**config.mk**
```make
export PLATFORM = sky130hd
export DESIGN_NAME = fetch_queue_flat
export DESIGN_NICKNAME = d
export VERILOG_FILES = /design/src/rtl/fetch_queue_if.sv /design/src/rtl/fetch_queue.sv /design/src/flat_wrapper.sv
export SDC_FILE = /design/constraint.sdc
export NUM_CORES = 1
export LEC_CHECK = 0
export BUFFER_PORTS_ARGS = -buffer_cell sky130_fd_sc_hd__buf_4
export CAP_MARGIN = 20
export CORE_UTILIZATION = 61
export CTS_CLUSTER_SIZE = 8
export DETAILED_ROUTE_END_ITERATION = 6
export PLACE_DENSITY = 0.8
export SYNTH_ARGS = -nofsm -noshare
export SYNTH_HDL_FRONTEND = slang
export SYNTH_SLANG_ARGS = --single-unit
```
**constraint.sdc**
```tcl
create_clock -name clk -period 7.15 [get_ports clk]
set_input_delay 1.7875 -clock clk [delete_from_list [all_inputs] [get_ports clk]]
set_output_delay 1.7875 -clock clk [all_outputs]
set_load 0.01 [all_outputs]
```
**src/rtl/fetch_queue_if.sv**
```systemverilog
// Handshake bundle between fetch (master) and the fetch_queue (slave), including
// the decode-side output view and dequeue count.
interface fetch_queue_if #(
    parameter int DATA_W = 64,
    parameter int IN_W   = 2,
    parameter int OUT_W  = 2
);
    logic                         flush;
    logic [$clog2(IN_W+1)-1:0]    in_cnt;
    logic [IN_W*DATA_W-1:0]       in_data;
    logic                         in_ready;
    logic [$clog2(OUT_W+1)-1:0]   out_cnt;
    logic [OUT_W*DATA_W-1:0]      out_data;
    logic [$clog2(OUT_W+1)-1:0]   deq_cnt;

    modport master (
        output flush, in_cnt, in_data, deq_cnt,
        input  in_ready, out_cnt, out_data
    );

    modport slave (
        input  flush, in_cnt, in_data, deq_cnt,
        output in_ready, out_cnt, out_data
    );
endinterface

```
**src/rtl/fetch_queue.sv**
```systemverilog
// Multi-lane in-order instruction buffer between fetch and decode with one-cycle flush.
// Optional FETCH_QUEUE_BYPASS_EN: accepted incoming lanes appear on the output view the same cycle.
module fetch_queue #(
    parameter int DATA_W = 64,
    parameter int DEPTH  = 8,
    parameter int IN_W   = 2,
    parameter int OUT_W  = 2
) (
    input  logic            clk,
    input  logic            resetn,
    fetch_queue_if.slave    q
);
    localparam int PW  = (DEPTH > 1) ? $clog2(DEPTH) : 1;
    localparam int CW  = $clog2(DEPTH) + 1;
    localparam int AW  = CW + 1;
    localparam int ICW = $clog2(IN_W + 1);
    localparam int OCW = $clog2(OUT_W + 1);

    logic [DATA_W-1:0]       mem_q [DEPTH];
    logic [PW-1:0]           rd_ptr_q, rd_ptr_d;
    logic [PW-1:0]           wr_ptr_q, wr_ptr_d;
    logic [CW-1:0]           count_q, count_d;

    logic                    in_ready;
    logic                    push_ok;
    logic [ICW-1:0]          push_cnt;
    logic [AW-1:0]           avail;
    logic [OCW-1:0]          out_cnt;
    logic [OCW-1:0]          deq_eff;
    logic [OUT_W*DATA_W-1:0] out_data;

    // in_ready looks only at the registered count, so decode never reaches fetch combinationally.
    always_comb begin
        in_ready = (int'(count_q) + IN_W <= DEPTH);
        push_ok  = in_ready && !q.flush && resetn;
        push_cnt = '0;
        if (push_ok) begin
            push_cnt = (int'(q.in_cnt) > IN_W) ? ICW'(IN_W) : q.in_cnt;
        end
`ifdef FETCH_QUEUE_BYPASS_EN
        avail = AW'(count_q) + AW'(push_cnt);
`else
        avail = AW'(count_q);
`endif
        out_cnt = (int'(avail) > OUT_W) ? OCW'(OUT_W) : OCW'(avail);
        deq_eff = (q.deq_cnt > out_cnt) ? out_cnt : q.deq_cnt;

        if (q.flush) begin
            rd_ptr_d = '0;
            wr_ptr_d = '0;
            count_d  = '0;
        end else begin
            // Bypassed lanes are written anyway; rd_ptr then steps over them with the pop.
            rd_ptr_d = rd_ptr_q + PW'(deq_eff);
            wr_ptr_d = wr_ptr_q + PW'(push_cnt);
            count_d  = count_q + CW'(push_cnt) - CW'(deq_eff);
        end
    end

    always_comb begin
        out_data = '0;
        for (int j = 0; j < OUT_W; j++) begin
            if (j < int'(out_cnt)) begin
`ifdef FETCH_QUEUE_BYPASS_EN
                if (j < int'(count_q)) begin
                    out_data[j*DATA_W +: DATA_W] = mem_q[rd_ptr_q + PW'(j)];
                end else begin
                    out_data[j*DATA_W +: DATA_W] = q.in_data[(j - int'(count_q))*DATA_W +: DATA_W];
                end
`else
                out_data[j*DATA_W +: DATA_W] = mem_q[rd_ptr_q + PW'(j)];
`endif
            end
        end
    end

    always_ff @(posedge clk) begin
        for (int i = 0; i < IN_W; i++) begin
            if (i < int'(push_cnt)) begin
                mem_q[wr_ptr_q + PW'(i)] <= q.in_data[i*DATA_W +: DATA_W];
            end
        end
    end

    always_ff @(posedge clk or negedge resetn) begin
        if (!resetn) begin
            rd_ptr_q <= '0;
            wr_ptr_q <= '0;
            count_q  <= '0;
        end else begin
            rd_ptr_q <= rd_ptr_d;
            wr_ptr_q <= wr_ptr_d;
            count_q  <= count_d;
        end
    end

    assign q.in_ready = in_ready;
    assign q.out_cnt  = out_cnt;
    assign q.out_data = out_data;

    a_push_when_full: assert property (@(posedge clk) disable iff (!resetn)
        (q.in_cnt != '0) |-> in_ready);
    a_over_dequeue: assert property (@(posedge clk) disable iff (!resetn)
        q.deq_cnt <= out_cnt);
endmodule
```
**src/flat_wrapper.sv**
```systemverilog
// flat-port wrapper written by rule: the top's interface ports become plain ports
module fetch_queue_flat 
#(
    parameter int DATA_W = 64,
    parameter int DEPTH  = 8,
    parameter int IN_W   = 2,
    parameter int OUT_W  = 2
)
  (clk, resetn, q_flush, q_in_cnt, q_in_data, q_deq_cnt, q_in_ready, q_out_cnt, q_out_data);
  fetch_queue_if #(.DATA_W(DATA_W), .IN_W(IN_W), .OUT_W(OUT_W)) q_i ();
  input  logic clk;
  input  logic resetn;
  input wire logic [$bits(q_i.flush)-1:0] q_flush;
  input wire logic [$bits(q_i.in_cnt)-1:0] q_in_cnt;
  input wire logic [$bits(q_i.in_data)-1:0] q_in_data;
  input wire logic [$bits(q_i.deq_cnt)-1:0] q_deq_cnt;
  output wire logic [$bits(q_i.in_ready)-1:0] q_in_ready;
  output wire logic [$bits(q_i.out_cnt)-1:0] q_out_cnt;
  output wire logic [$bits(q_i.out_data)-1:0] q_out_data;
  assign q_i.flush = q_flush;
  assign q_i.in_cnt = q_in_cnt;
  assign q_i.in_data = q_in_data;
  assign q_i.deq_cnt = q_deq_cnt;
  assign q_in_ready = q_i.in_ready;
  assign q_out_cnt = q_i.out_cnt;
  assign q_out_data = q_i.out_data;
  fetch_queue #(.DATA_W(DATA_W), .DEPTH(DEPTH), .IN_W(IN_W), .OUT_W(OUT_W)) u_core (.clk(clk), .resetn(resetn), .q(q_i));
endmodule
```
* After elaboration in Yosys (flattened, before gate mapping) *
Memory sizes are Yosys's and may differ from the RTL's.
Index checks and enable logic that the tools add are counted.

word-level totals
  output and inout bits = 131
  register bits = 10
  input bits = 135
  word-level logic and storage cells = 35
  memories kept = 1
  bits in writable memories = 512

memory list
  name          depth  bits a word  rd ports  clocked after memory_dff  write ports  RTL line           RTL
  u_core.mem_q  8      64           2         0                         2            fetch_queue.sv:19  logic [DATA_W-1:0] mem_q [DEPTH];

cells by class
  mux-type cells = 13
  reductions and logical operators = 3
  $add $sub $neg = 7
  magnitude comparators = 8

operators with widths
  kind                                                              number
  two-way mux 64 bit                                                2
  less-or-equal comparator 32 x 5 -> 1 bit (second input constant)  1
  < comparator 1 x 2 -> 1 bit (first input constant)                4
  two-way mux 2 bit                                                 4
  adder 3 x 1 -> 3 bit (second input constant)                      2
  adder 3 x 2 -> 3 bit                                              2
  two-way mux 3 bit                                                 2
  adder 4 x 2 -> 5 bit (second input constant)                      1
  adder 4 x 2 -> 4 bit                                              1
  greater-than comparator 4 x 2 -> 1 bit (second input constant)    1
  two-way mux 1 bit                                                 4
  two-way mux 4 bit                                                 1
  subtractor 4 x 2 -> 4 bit                                         1
  greater-than comparator 2 bit                                     1
  greater-than comparator 2 bit (second input constant)             1
  logical AND 1 bit                                                 2
  logical NOT 1 bit                                                 1

* Depth between registers and ports, before layout *
  depth in word-level cells = 8
  gate-level depth with buffers = 17
  gate-level depth less buffers = 16

* Worst setup path after synthesis *
OpenSTA, ideal clock, no wires.

  kind = input to register
  start = input q_flush
  end = memory u_core.mem_q[3][0], enable pin
  setup time = 0.581 ns
  path buffers = 0
  stages on the path = 4
  data arrival time = 7.108 ns
  path slack = -0.539 ns
  data required time = 6.569 ns
  path through = nand3b_1 nor3_2 a21oi_1 a211oi_1

RTL lines
  item         RTL line            RTL
  from (decl)  flat_wrapper.sv:13  input wire logic [$bits(q_i.flush)-1:0] q_flush;
  to (decl)    fetch_queue.sv:19

* Final worst setup path *
  start = register u_core.rd_ptr_q[0]
  end = output q_out_data[53]

between the ends
  cells in the longest elaborated chain, start to end = 2

RTL lines
  item                    RTL line            RTL
  from (decl)             fetch_queue.sv:20   logic [PW-1:0] rd_ptr_q, rd_ptr_d;
  from (signal assigned)  fetch_queue.sv:91   rd_ptr_q <= rd_ptr_d;
  memory (8 x 64 bit)     --
  two-way mux 64 bit      fetch_queue.sv:63   if (j < int'(out_cnt)) begin
  to (decl)               flat_wrapper.sv:19  output wire logic [$bits(q_i.out_data)-1:0] q_out_data;

Every way passes these cells.

==> impl_metrics.toml <==
[run_status]
outcome = "finished, final reports clean"

[sta]
worst_clock_skew_ns = 0.0240
period_needed_ns = 5.77
rsz0062_at_grt = "no"
max_freq_ghz = 0.173
tightest_slew_ns = 1.12
timing.max_slew.rel_slack_pct = 25.7
setup_viol_count_final = 0
totalNegativeSetupSlack_ns = 0
timing_hold_violations_final = 0
post_route_clock_period_utilization_pct = 80.7
slew_violations = 0

[synth]
yosysWarnings = 0
synth_top_area_cell = "sky130_fd_sc_hd__edfxtp_1"
sequential_area_share_after_synthesis_pct = 51.4
synth_flop_cell = "sky130_fd_sc_hd__edfxtp_1"
synthDistinctLibCells = 43
ys_top_cells_by_area = "sky130_fd_sc_hd__edfxtp_1 51%, sky130_fd_sc_hd__mux4_2 19%, sky130_fd_sc_hd__mux2_2 17%"
yosys_register_bits = 522
synthDominantCellAreaShare_pct = 50.6
average_cell_area_after_synthesis_sq_um = 16.3
synth_edf_count = 512
syn_nets = 2019
synth.cell_area_sq_um = 30400
syn-instance-count = 1865
synth-async-reset-ratio_pct = 1.92

[clock_tree]
clkSlewWorstSetupHoldPaths_ns = 0.05
h_tree_levels = 3
worst_skew_pair.late_latency_ns = 0.61
ctsResizeCount = 0
cts_setup_buffers = 0
clock_sink_count = 522
cts_root_buffer = "sky130_fd_sc_hd__clkbuf_16"
ctsLongestPathBuffers = 3
tritoncts_clock_tree = "built"
post_cts_hold_buffer_count = 0
cts_inserted_buffers = 75

[die]
die-height_um = 225
start_util_pct = 62.0
floorplan.die.width_um = 225
dieArea_sq_um = 50700
standard_cell_core_area_sq_um = 49100
num_io_pins = 266
placementRows = 81

[worst_hold_path]
whs_path_depth = 3
hp-class = "flip-flop to flip-flop"
hold_path.startpoint = "u_core.wr_ptr_q[1]"
worstHoldEndpoint = "u_core.wr_ptr_q[1]"

[power_and_ir_drop]
leakage_uw = 0.0119
ir_drop_v = 0.000335
powerDensity_nw_per_um2 = 350

[finish]
areaGrowthSynthToFinish_pct = 15.8
design.final.nets = 2260
num-fill-cells = 3196
final_cell_area_sq_um = 35200
post_route_cells_drive_above_1_share_pct = 52.9

[setup_path]
crit_path_max_fanout = 56
crit_type = "flip-flop to output pin"
timing.critical_path.arrival_ns = 3.98
cp-start-kind = "flip-flop"
setup.reg_to_reg.worst_slack_ns = 3.15
worstReg2RegEnd = "u_core.count_q[2]"
worst-r2r-cell-count = 15
worst-endpoint-required_ns = 5.36
critPathCaptureType = "output pin"
r2r-start = "u_core.count_q[1]"

[run]
drv_cap = 0

[global_route]
grtUsageTotal_pct = 33.0
met1_usage_pct = 43.2
grt_most_used_layer = "met2"
use_met3_pct = 6.99
grt_remaining_overflow = 0
grt_max_degree = 135
first_global_vias = 20000
grt_use_met2_pct = 54.1
global_route_wire_length_before_repair_um = 122000
grt_antenna_before_repair = 11

[placed_design]
placedInstanceArea_sq_um = 33100
place.detailed.hpwl_um = 46000
port_buffers = 265
place.gp.congestion = 0.834

[route]
firstDrtPassIters = 5
antenna_violating_nets_post_route = 0
vias = 19300
detail_route.iter0.violations = 1942
detail_route.drc_violations = 0
routed_wirelength_um = 82800
detail_route.vias_per_cell = 6.91
wl_per_cell_um = 29.6
[synthesized netlist by cell type, types with 5 or more instances]
cell type / count
sky130_fd_sc_hd__mux2i_1: 64
sky130_fd_sc_hd__clkbuf_1: 37
sky130_fd_sc_hd__o22ai_1: 6
sky130_fd_sc_hd__nor2_1: 77
sky130_fd_sc_hd__mux2_2: 450
sky130_fd_sc_hd__nand2_1: 133
sky130_fd_sc_hd__mux4_2: 256
sky130_fd_sc_hd__nor2b_1: 5
sky130_fd_sc_hd__inv_1: 13
sky130_fd_sc_hd__edfxtp_1: 512
sky130_fd_sc_hd__a21oi_1: 68
sky130_fd_sc_hd__dfrtp_1: 10
sky130_fd_sc_hd__mux2_1: 62
sky130_fd_sc_hd__ha_1: 15
sky130_fd_sc_hd__buf_2: 102
[cell families (layout without fill, tap and decap cells)]
kind of cell | after synthesis | in the layout | synth area share [%]
mux | 832 | 832 | 40.0
flops | 522 | 522 | 51.4
simple gates | 239 | 239 | 3.43
buf+inv | 157 | 416 | 2.38
compound gates | 87 | 87 | 1.58
fa+ha+maj | 19 | 19 | 0.881
xor+xnor | 9 | 9 | 0.309
other cells | 0 | 6 | 0
[final cells by class]
type / instances / area [sq um] / area share, %
well taps: 664 / 831 / 2.36
inverters: 14 / 52.6 / 0.149
flip-flops and latches: 522 / 15600 / 44.4
multi-input cells: 1186 / 14200 / 40.4
diodes: 6 / 15.0 / 0.0426
clock inverters: 2 / 17.5 / 0.0497
clock buffers: 93 / 2030 / 5.76
repair buffers: 307 / 2390 / 6.80
[state kept, by name, indices dropped and copies added (netlist names)]
register	flops
u_core.count_q	4
u_core.wr_ptr_q	3
u_core.rd_ptr_q	3
u_core.mem_q	512
[stage by stage]
step	instances	total power (uW)	hold WS (ns)	worst slack (ns)	util [%]
2_1_floorplan	1865	7040	0.612	1.06	-
3_3_place_gp	2691	9020	0.771	2.07	67.5
3_5_place_dp	2692	9110	0.814	2.02	67.5
4_1_cts	2787	12300	0.818	1.38	71.7
5_1_grt	2792	12800	0.875	1.19	71.8
6_report	2794	12300	0.810	1.38	71.8
[where the power goes]
| group | internal, uW | leakage (uW) | switching [uW] |
|---|---|---|---|
| clock network | 1950 | 0.000999 | 1270 |
| registers | 3530 | 0.00475 | 168 |
| logic | 2550 | 0.00616 | 2850 |
[routing by layer]
metal	share of wire [%]	wire length [um]	vias to the layer above
met2	49	40900	1060
met5	0.082	68	-
li1	-	-	8031
met3	8.9	7390	216
met4	3.5	2930	10
met1	38	31500	9994
[cells in the final DEF, fill, tap and decap left out, types with 3 or more instances in the layout]
cell type,instances
sky130_fd_sc_hd__nor2_1,76
sky130_fd_sc_hd__a32oi_1,4
sky130_fd_sc_hd__mux4_2,256
sky130_fd_sc_hd__buf_4,300
sky130_fd_sc_hd__nand3_4,6
sky130_fd_sc_hd__nand2_1,133
sky130_fd_sc_hd__edfxtp_1,512
sky130_fd_sc_hd__inv_1,13
sky130_fd_sc_hd__ha_1,14
sky130_fd_sc_hd__mux2i_1,64
sky130_fd_sc_hd__clkbuf_1,14
sky130_fd_sc_hd__buf_12,5
sky130_fd_sc_hd__mux2_2,450
sky130_fd_sc_hd__diode_2,6
sky130_fd_sc_hd__a21oi_1,68
sky130_fd_sc_hd__dfrtp_1,7
sky130_fd_sc_hd__and3_1,3
sky130_fd_sc_hd__dfrtp_4,3
sky130_fd_sc_hd__o22ai_4,6
sky130_fd_sc_hd__mux2_1,62
sky130_fd_sc_hd__nor2b_1,5
sky130_fd_sc_hd__clkbuf_16,79
sky130_fd_sc_hd__xnor2_1,3
sky130_fd_sc_hd__fa_1,4
[worst max-delay path, cell delays in order (launching register included)]
cell                      delay (ns)
sky130_fd_sc_hd__dfrtp_4        0.75
sky130_fd_sc_hd__buf_4          0.65
sky130_fd_sc_hd__buf_4          0.83
sky130_fd_sc_hd__mux4_2         0.59
sky130_fd_sc_hd__mux2i_1        0.13
sky130_fd_sc_hd__nor2_1         0.13
sky130_fd_sc_hd__buf_4          0.21
[worst max-delay path by stage]
stage | slack (ns) | start | depth (start not counted) | endpoint
floorplan | 1.06 | q_flush | 4 | u_core.mem_q[4][0]
global placement | 2.07 | u_core.rd_ptr_q[0] | 6 | q_out_data[53]
detailed placement | 2.02 | u_core.rd_ptr_q[0] | 6 | q_out_data[53]
CTS | 1.38 | u_core.rd_ptr_q[0] | 6 | q_out_data[53]
global route | 1.19 | u_core.rd_ptr_q[0] | 6 | q_out_data[53]
finish | 1.38 | u_core.rd_ptr_q[0] | 6 | q_out_data[53]
No activity file was read; power rests on OpenSTA's default activity.
